**src/rtl/axi_arb_pkg.sv**
```systemverilog
`default_nettype none
// +----------------------------------------------------------------------+
// | axi_arb_pkg                                                          |
// | Shared types and helpers for the AXI read-channel arbiter.          |
// | Revision: 1.0                                                        |
// +----------------------------------------------------------------------+
package axi_arb_pkg;

  localparam int ARB_TAG_W  = 2;
  localparam int ARB_ID_W   = 16;
  localparam int ARB_ADDR_W = 64;

  typedef struct packed {
    logic [ARB_ADDR_W-1:0] addr;
    logic [ARB_ID_W-1:0]   id;
    logic [7:0]            len;
    logic [2:0]            size;
  } ar_req_t;

  // The source port tag rides in the low ID bits.
  function automatic logic [ARB_TAG_W-1:0] tag_of(input logic [ARB_ID_W-1:0] id);
    return id[ARB_TAG_W-1:0];
  endfunction

endpackage
`default_nettype wire

```
**src/rtl/rr_arbiter.sv**
```systemverilog
`default_nettype none
// +----------------------------------------------------------------------+
// | rr_arbiter                                                           |
// | N-way rotating-priority grant; search starts one past the last win. |
// | Revision: 1.0                                                        |
// +----------------------------------------------------------------------+
module rr_arbiter #(
  parameter int N     = 3,
  parameter int IDX_W = 2
) (
  input  logic             clk,
  input  logic             rst_n,
  input  logic [N-1:0]     elig,
  input  logic             load,
  output logic [N-1:0]     grant,
  output logic [IDX_W-1:0] grant_idx,
  output logic             any
);

  logic [IDX_W-1:0] r_last;
  logic [IDX_W-1:0] w_cand;
  logic [IDX_W-1:0] w_idx;
  logic             w_any;

  always_comb begin
    w_any  = 1'b0;
    w_idx  = '0;
    w_cand = '0;
    for (int k = 1; k <= N; k++) begin
      w_cand = IDX_W'((int'(r_last) + k) % N);
      if (!w_any && elig[w_cand]) begin
        w_any = 1'b1;
        w_idx = w_cand;
      end
    end
  end

  assign any       = w_any;
  assign grant_idx = w_idx;
  assign grant     = w_any ? ({{(N-1){1'b0}}, 1'b1} << w_idx) : '0;

  // Reset to the highest index so port 0 wins the first search.
  always_ff @(posedge clk or negedge rst_n) begin
    if (!rst_n)
      r_last <= IDX_W'(N-1);
    else if (load && w_any)
      r_last <= w_idx;
  end

endmodule
`default_nettype wire

```
**src/rtl/axi_rd_arb.sv**
```systemverilog
`default_nettype none
// +----------------------------------------------------------------------+
// | axi_rd_arb                                                           |
// | Round-robin AR/R merge of several read masters onto one AXI port.   |
// | Revision: 1.0                                                        |
// +----------------------------------------------------------------------+
module axi_rd_arb
  import axi_arb_pkg::*;
#(
  parameter int N_PORTS   = 3,
  parameter int SEL_W     = ARB_TAG_W,
  parameter int ID_W      = ARB_ID_W,
  parameter int ADDR_W    = ARB_ADDR_W,
  parameter int DATA_W    = 512,
  parameter int MAX_OUTST = 15
) (
  input  logic                      clk,
  input  logic                      rst_n,
  input  logic [N_PORTS-1:0]        s_arvalid,
  output logic [N_PORTS-1:0]        s_arready,
  input  logic [N_PORTS*ADDR_W-1:0] s_araddr,
  input  logic [N_PORTS*ID_W-1:0]   s_arid,
  input  logic [N_PORTS*8-1:0]      s_arlen,
  input  logic [N_PORTS*3-1:0]      s_arsize,
  output logic [N_PORTS-1:0]        s_rvalid,
  input  logic [N_PORTS-1:0]        s_rready,
  output logic [DATA_W-1:0]         s_rdata,
  output logic [ID_W-1:0]           s_rid,
  output logic [1:0]                s_rresp,
  output logic                      s_rlast,
  output logic                      m_arvalid,
  input  logic                      m_arready,
  output logic [ADDR_W-1:0]         m_araddr,
  output logic [ID_W-1:0]           m_arid,
  output logic [7:0]                m_arlen,
  output logic [2:0]                m_arsize,
  input  logic                      m_rvalid,
  output logic                      m_rready,
  input  logic [DATA_W-1:0]         m_rdata,
  input  logic [ID_W-1:0]           m_rid,
  input  logic [1:0]                m_rresp,
  input  logic                      m_rlast,
  output logic                      err_bad_rid,
  output logic                      err_underflow
);

  localparam int CNT_W = $clog2(MAX_OUTST + 1);
  localparam int CW1   = CNT_W + 1;

  logic               r_full;
  ar_req_t            r_req;
  logic [N_PORTS-1:0] w_elig;
  logic [N_PORTS-1:0] w_grant;
  logic [SEL_W-1:0]   w_gidx;
  logic               w_any;
  logic               w_accept;
  logic               w_load;
  logic [SEL_W-1:0]   w_pend_tag;
  logic [SEL_W-1:0]   w_tag;
  logic               w_tag_ok;
  logic               w_rready;
  logic [N_PORTS-1:0] w_underflow;
  logic [N_PORTS-1:0] w_unused_id;
  logic               r_err_bad_rid;
  logic               r_err_underflow;

  logic [ADDR_W-1:0]  w_sel_addr;
  logic [ID_W-1:0]    w_sel_id;
  logic [7:0]         w_sel_len;
  logic [2:0]         w_sel_size;

  assign w_accept   = r_full & m_arready;
  assign w_load     = !r_full | m_arready;
  assign w_pend_tag = r_req.id[SEL_W-1:0];

  rr_arbiter #(
    .N     (N_PORTS),
    .IDX_W (SEL_W)
  ) u_rr (
    .clk       (clk),
    .rst_n     (rst_n),
    .elig      (w_elig),
    .load      (w_load),
    .grant     (w_grant),
    .grant_idx (w_gidx),
    .any       (w_any)
  );

  assign w_sel_addr = s_araddr[int'(w_gidx)*ADDR_W +: ADDR_W];
  assign w_sel_id   = {s_arid[int'(w_gidx)*ID_W +: ID_W-SEL_W], w_gidx};
  assign w_sel_len  = s_arlen[int'(w_gidx)*8 +: 8];
  assign w_sel_size = s_arsize[int'(w_gidx)*3 +: 3];

  assign s_arready = w_grant & {N_PORTS{w_load & rst_n}};

  always_ff @(posedge clk or negedge rst_n) begin
    if (!rst_n) begin
      r_full <= 1'b0;
      r_req  <= '0;
    end else if (w_load) begin
      r_full <= w_any;
      if (w_any)
        r_req <= '{addr: w_sel_addr, id: w_sel_id, len: w_sel_len, size: w_sel_size};
    end
  end

  assign m_arvalid = r_full;
  assign m_araddr  = r_req.addr;
  assign m_arid    = r_req.id;
  assign m_arlen   = r_req.len;
  assign m_arsize  = r_req.size;

  assign w_tag    = SEL_W'(tag_of(ARB_ID_W'(m_rid)));
  assign w_tag_ok = int'(w_tag) < N_PORTS;

  // Unknown tags are sunk so a stray beat cannot wedge the shared R channel.
  always_comb begin
    w_rready = 1'b1;
    for (int i = 0; i < N_PORTS; i++)
      if (w_tag == SEL_W'(i))
        w_rready = s_rready[i];
  end

  assign m_rready = rst_n & w_rready;
  assign s_rdata  = m_rdata;
  assign s_rid    = {{SEL_W{1'b0}}, m_rid[ID_W-1:SEL_W]};
  assign s_rresp  = m_rresp;
  assign s_rlast  = m_rlast;

  for (genvar i = 0; i < N_PORTS; i++) begin : g_port
    logic [CNT_W-1:0] r_outst;
    logic             w_pend;
    logic             w_inc;
    logic             w_dec;

    // A request parked in the AR register already occupies a slot.
    assign w_pend    = r_full & (w_pend_tag == SEL_W'(i));
    assign w_elig[i] = s_arvalid[i] &
                       ((CW1'(r_outst) + CW1'(w_pend)) < CW1'(MAX_OUTST));
    assign w_inc     = w_accept & w_pend;
    assign w_dec     = m_rvalid & m_rready & m_rlast & w_tag_ok & (w_tag == SEL_W'(i));
    assign w_underflow[i] = w_dec & (r_outst == '0);
    assign s_rvalid[i]    = rst_n & m_rvalid & (w_tag == SEL_W'(i));
    assign w_unused_id[i] = ^s_arid[i*ID_W + ID_W - 1 -: SEL_W];

    always_ff @(posedge clk or negedge rst_n) begin
      if (!rst_n)
        r_outst <= '0;
      else if (w_inc && !w_dec)
        r_outst <= r_outst + 1'b1;
      else if (w_dec && !w_inc && r_outst != '0)
        r_outst <= r_outst - 1'b1;
    end
  end

  always_ff @(posedge clk or negedge rst_n) begin
    if (!rst_n) begin
      r_err_bad_rid   <= 1'b0;
      r_err_underflow <= 1'b0;
    end else begin
      if (m_rvalid && !w_tag_ok)
        r_err_bad_rid <= 1'b1;
      if (|w_underflow)
        r_err_underflow <= 1'b1;
    end
  end

  assign err_bad_rid   = r_err_bad_rid;
  assign err_underflow = r_err_underflow;

endmodule
`default_nettype wire

```
**config.mk**
```make
export PLATFORM = sky130hd
export DESIGN_NAME = axi_rd_arb
export DESIGN_NICKNAME = d
export VERILOG_FILES = /design/src/rtl/axi_arb_pkg.sv /design/src/rtl/rr_arbiter.sv /design/src/rtl/axi_rd_arb.sv
export SDC_FILE = /design/constraint.sdc
export NUM_CORES = 1
export LEC_CHECK = 0
export BUFFER_PORTS_ARGS = -buffer_cell sky130_fd_sc_hd__buf_2
export CORE_AREA = 8 8 553 555
export CTS_CLUSTER_DIAMETER = 200
export DETAILED_ROUTE_END_ITERATION = 6
export DIE_AREA = 0 0 561 563
export GPL_TIMING_DRIVEN = 1
export PLACE_DENSITY = 0.3
export REMOVE_ABC_BUFFERS = 1
export SLEW_MARGIN = 20
export SYNTH_ARGS = -nofsm -noshare
export SYNTH_HDL_FRONTEND = slang
export SYNTH_HIERARCHICAL = 1
export SYNTH_SLANG_ARGS = --single-unit
export TNS_END_PERCENT = 100
```
**constraint.sdc**
```tcl
create_clock -name clk -period 4.2 [get_ports clk]
set_input_delay 0.42 -clock clk [delete_from_list [all_inputs] [get_ports clk]]
set_output_delay 0.42 -clock clk [all_outputs]
set_load 0.02 [all_outputs]
```
==> results.py <==
metrics = {
    "drt": {
        "viasPerCell": 2.068,
        "drtAntennaViolNets": 0,
        "wl_mm": 390.4,
        "vias": 10600,
        "dr.pass1.iters": 4,
        "wl_per_cell_um": 76.20,
        "drt_iter0_drc": 1030,
        "drc": 0,
    },
    "floorplan": {
        "placementRows": 201,
        "ioPinCount": 1446,
        "initial_core_util_pct": 3.563,
        "core_area_sq_um": 297800,
        "dieHeight_um": 563,
        "die_area_sq_um": 315800,
        "dieWidth_um": 561,
    },
    "clock_tree": {
        "clockBufferDepth": 2,
        "clkTransAtPathRegs_ps": 140,
        "insertion_delay_ps": 470,
        "cts_max_level": 3,
        "cts-root-buf": "clkbuf_16",
        "cts_num_sinks": 108,
        "cts_made_buffers": 9,
        "cts_tree": "done",
    },
    "synth": {
        "avgSynthCellArea_sq_um": 8.205,
        "ys_seq_elements": 108,
        "ys_warn_count": 6,
        "synth_cell_types": 56,
        "synth-async-reset-ratio_pct": 100.0,
        "synth.cell_area_sq_um": 10610,
        "yosysSeqAreaShare_pct": 25.49,
        "ys.flop_type": "dfrtp_1",
        "synth_edf_count": 0,
        "syn_inst": 1293,
    },
    "cells_and_area": {
        "area_delta_synth_final_pct": 33.38,
        "drive_gt1_share_pct": 41.13,
        "nNetsFinal": 1982,
        "finalCoreUtilization_pct": 4.752,
    },
    "critical_path": {
        "endpoint_kind": "primary output",
        "rrSetupSlack_ps": 300,
        "cp_max_fo": 6,
        "critPathKind": "reg2out",
        "start_kind": "flip-flop",
        "cp_data_required_time_ps": 3780,
        "worstPathArrival_ps": 3510,
    },
    "timing": {
        "finalSetupViolCount": 0,
        "relSlewSlack_pct": 47.61,
        "finalCritPeriodShare_pct": 93.64,
        "fmax_mhz": 254.3,
        "tightest_slew_ps": 785.8,
        "setup_tns_ps": 0,
        "maxSlewViolCount": 0,
        "clock-skew-final_ps": 45.13,
        "finalCriticalPeriod_ps": 3933,
        "rsz0062_at_grt": "false",
        "hold_viol_final": 0,
    },
    "global_routing": {
        "first_global_vias": 8938,
        "track_usage_pct": 23.77,
        "antenna_found_initial": 32,
        "grt_remaining_overflow": 0,
        "grt_max_degree": 63,
        "grt_pass1_wl_mm": 411.5,
    },
    "placed_design": {
        "io_buffers": 381,
        "routabilityCongestion": 1.318,
        "dpl.hpwl_mm": 380.2,
    },
    "power_and_ir_drop": {
        "power_density_nw_per_um2": 673.0,
        "power.leakage_nw": 4.764,
        "irDropWorstVdd_mv": 0.1967,
    },
    "worst_hold_path": {
        "hold_path_class": "in2reg",
    },
    "outcome": {
        "outcome": "complete, no violations",
    },
    "run": {
        "drv_cap": 0,
    },
}
cells in the mapped netlist (2+ instances only):
cell,instances,area share [%]
buf_4,533,38
dfrtp_1,107,25
nand2_1,103,3.6
a21oi_1,97,4.6
mux2i_1,97,9.2
nor2_1,92,3.3
o21ai_0,87,4.1
buf_2,30,1.4
ha_1,15,1.8
clkbuf_1,14,0.50
inv_1,11,0.39
xnor2_1,9,0.74
a31oi_1,6,0.35
nand3_1,6,0.28
nand4_1,6,0.35
o21ai_1,6,0.28
and3_1,4,0.24
buf_1,4,0.14
nor2b_1,4,0.24
a21o_1,3,0.21
and3b_1,3,0.25
buf_6,3,0.32
fa_1,3,0.57
nand2b_1,3,0.18
nor2_2,3,0.18
nor4_1,3,0.18
o41ai_1,3,0.25
a31o_1,2,0.17
a31o_2,2,0.17
and4b_1,2,0.19
mux2_2,2,0.21
mux2_4,2,0.28
nand2_2,2,0.12
nor3b_1,2,0.14
nor4_2,2,0.24
o2111ai_1,2,0.17
cells in the final DEF (no fill, tap or decap), types with 9 or more instances in the layout:
cell	netlist	layout
buf_4	533	35
o21ai_0	87	87
nand2_1	103	102
inv_1	11	11
diode_2	0	10
xnor2_1	9	9
buf_2	30	379
buf_12	0	11
clkbuf_16	0	9
ha_1	15	14
mux2i_1	97	96
dfrtp_1	107	107
a21oi_1	97	95
nor2_1	92	92
per-stage QoR:
| step | power (mW) | area, sq um | setup slack [ps] | std cells | hold WS (ps) |
|---|---|---|---|---|---|
| floorplan | 5.196 | 6360 | -4674 | 710 | 124.4 |
| global placement | 8.671 | 13720 | -413.2 | 5093 | 328.7 |
| detailed placement | 8.700 | 13720 | -491.6 | 5093 | 328.0 |
| CTS | 9.942 | 14080 | 60.50 | 5113 | 164.4 |
| global route | 10.30 | 14130 | 20.53 | 5117 | 205.9 |
| finish | 9.523 | 14150 | 267.0 | 5123 | 231.0 |
kinds of logic after synthesis:
kind of cell / synth area share [%]
buf+inv: 40.48
fa+ha+maj: 2.335
other cells: 0.03535
simple gates: 10.26
xor+xnor: 0.7431
mux: 9.753
flops: 25.49
compound gates: 10.91
final cells by class:
type,count,area [sq um]
Sequential cell,108,2704
Fill cell,35540,283600
Clock inverter,7,78.83
Tap cell,3958,4952
Clock buffer,9,225.2
Inverter,11,41.29
Antenna cell,10,25.02
Timing Repair Buffer,429,2424
Multi-Input combinational cell,591,3700
registers in the layout, summed over array words and instances, names as in the netlist:
name / cells
g_port.r_outst: 12
m_arvalid: 1
u_rr/r_last: 2
err_underflow: 1
m_arid: 16
m_araddr: 64
err_bad_rid: 1
m_arsize: 3
m_arlen: 8
path summary, 6_finish.rpt:
kind / start / end / cells past startpoint
max in group asynchronous: rst_n / m_araddr[22] / 3
worst min-delay path: s_arid[17] / m_arid[3] / 3
min in group asynchronous: rst_n / m_arlen[4] / 2
worst min register to register: m_araddr[22] / m_araddr[22] / 2
worst max register to register: m_arvalid / m_arlen[7] / 17
worst max-delay path: m_arvalid / s_arready[0] / 14
repair_timing:
item	in CTS	in global routing
endpoints found under the hold margin	16	0
pin swaps	1	0
gates resized for setup	3	9
setup endpoints to repair	2	52
hold buffers	1	0
setup buffers	3	0
gates cloned	0	0
where the power goes:
part | switching (mW) | internal [mW] | leakage (nW)
Combinational | 4.34 | 2.16 | 3.29
Clock | 0.659 | 0.427 | 0.148
Sequential | 0.374 | 1.57 | 1.32
Total | 5.37 | 4.15 | 4.76
critical path, cell delays in order, from the launching register on:
cell and delay (ps):
dfrtp_1 430, and3b_1 210, ha_1 210, ha_1 310
nand4_1 100, o41ai_2 250, a21oi_2 130, a22o_1 240
a211oi_2 210, a31o_1 170, buf_4 160, mux2i_1 180
and2_1 130, and3_1 170, buf_6 160
routing by layer:
metal	vias up	track usage (%)	part of all wire [%]
li1	3449	-	-
met1	4385	5.068	8.4
met2	2573	43.50	51
met3	141	41.94	36
met4	48	6.299	3.3
met5	-	8.427	0.95
No activity file was read; power rests on OpenSTA's default activity.
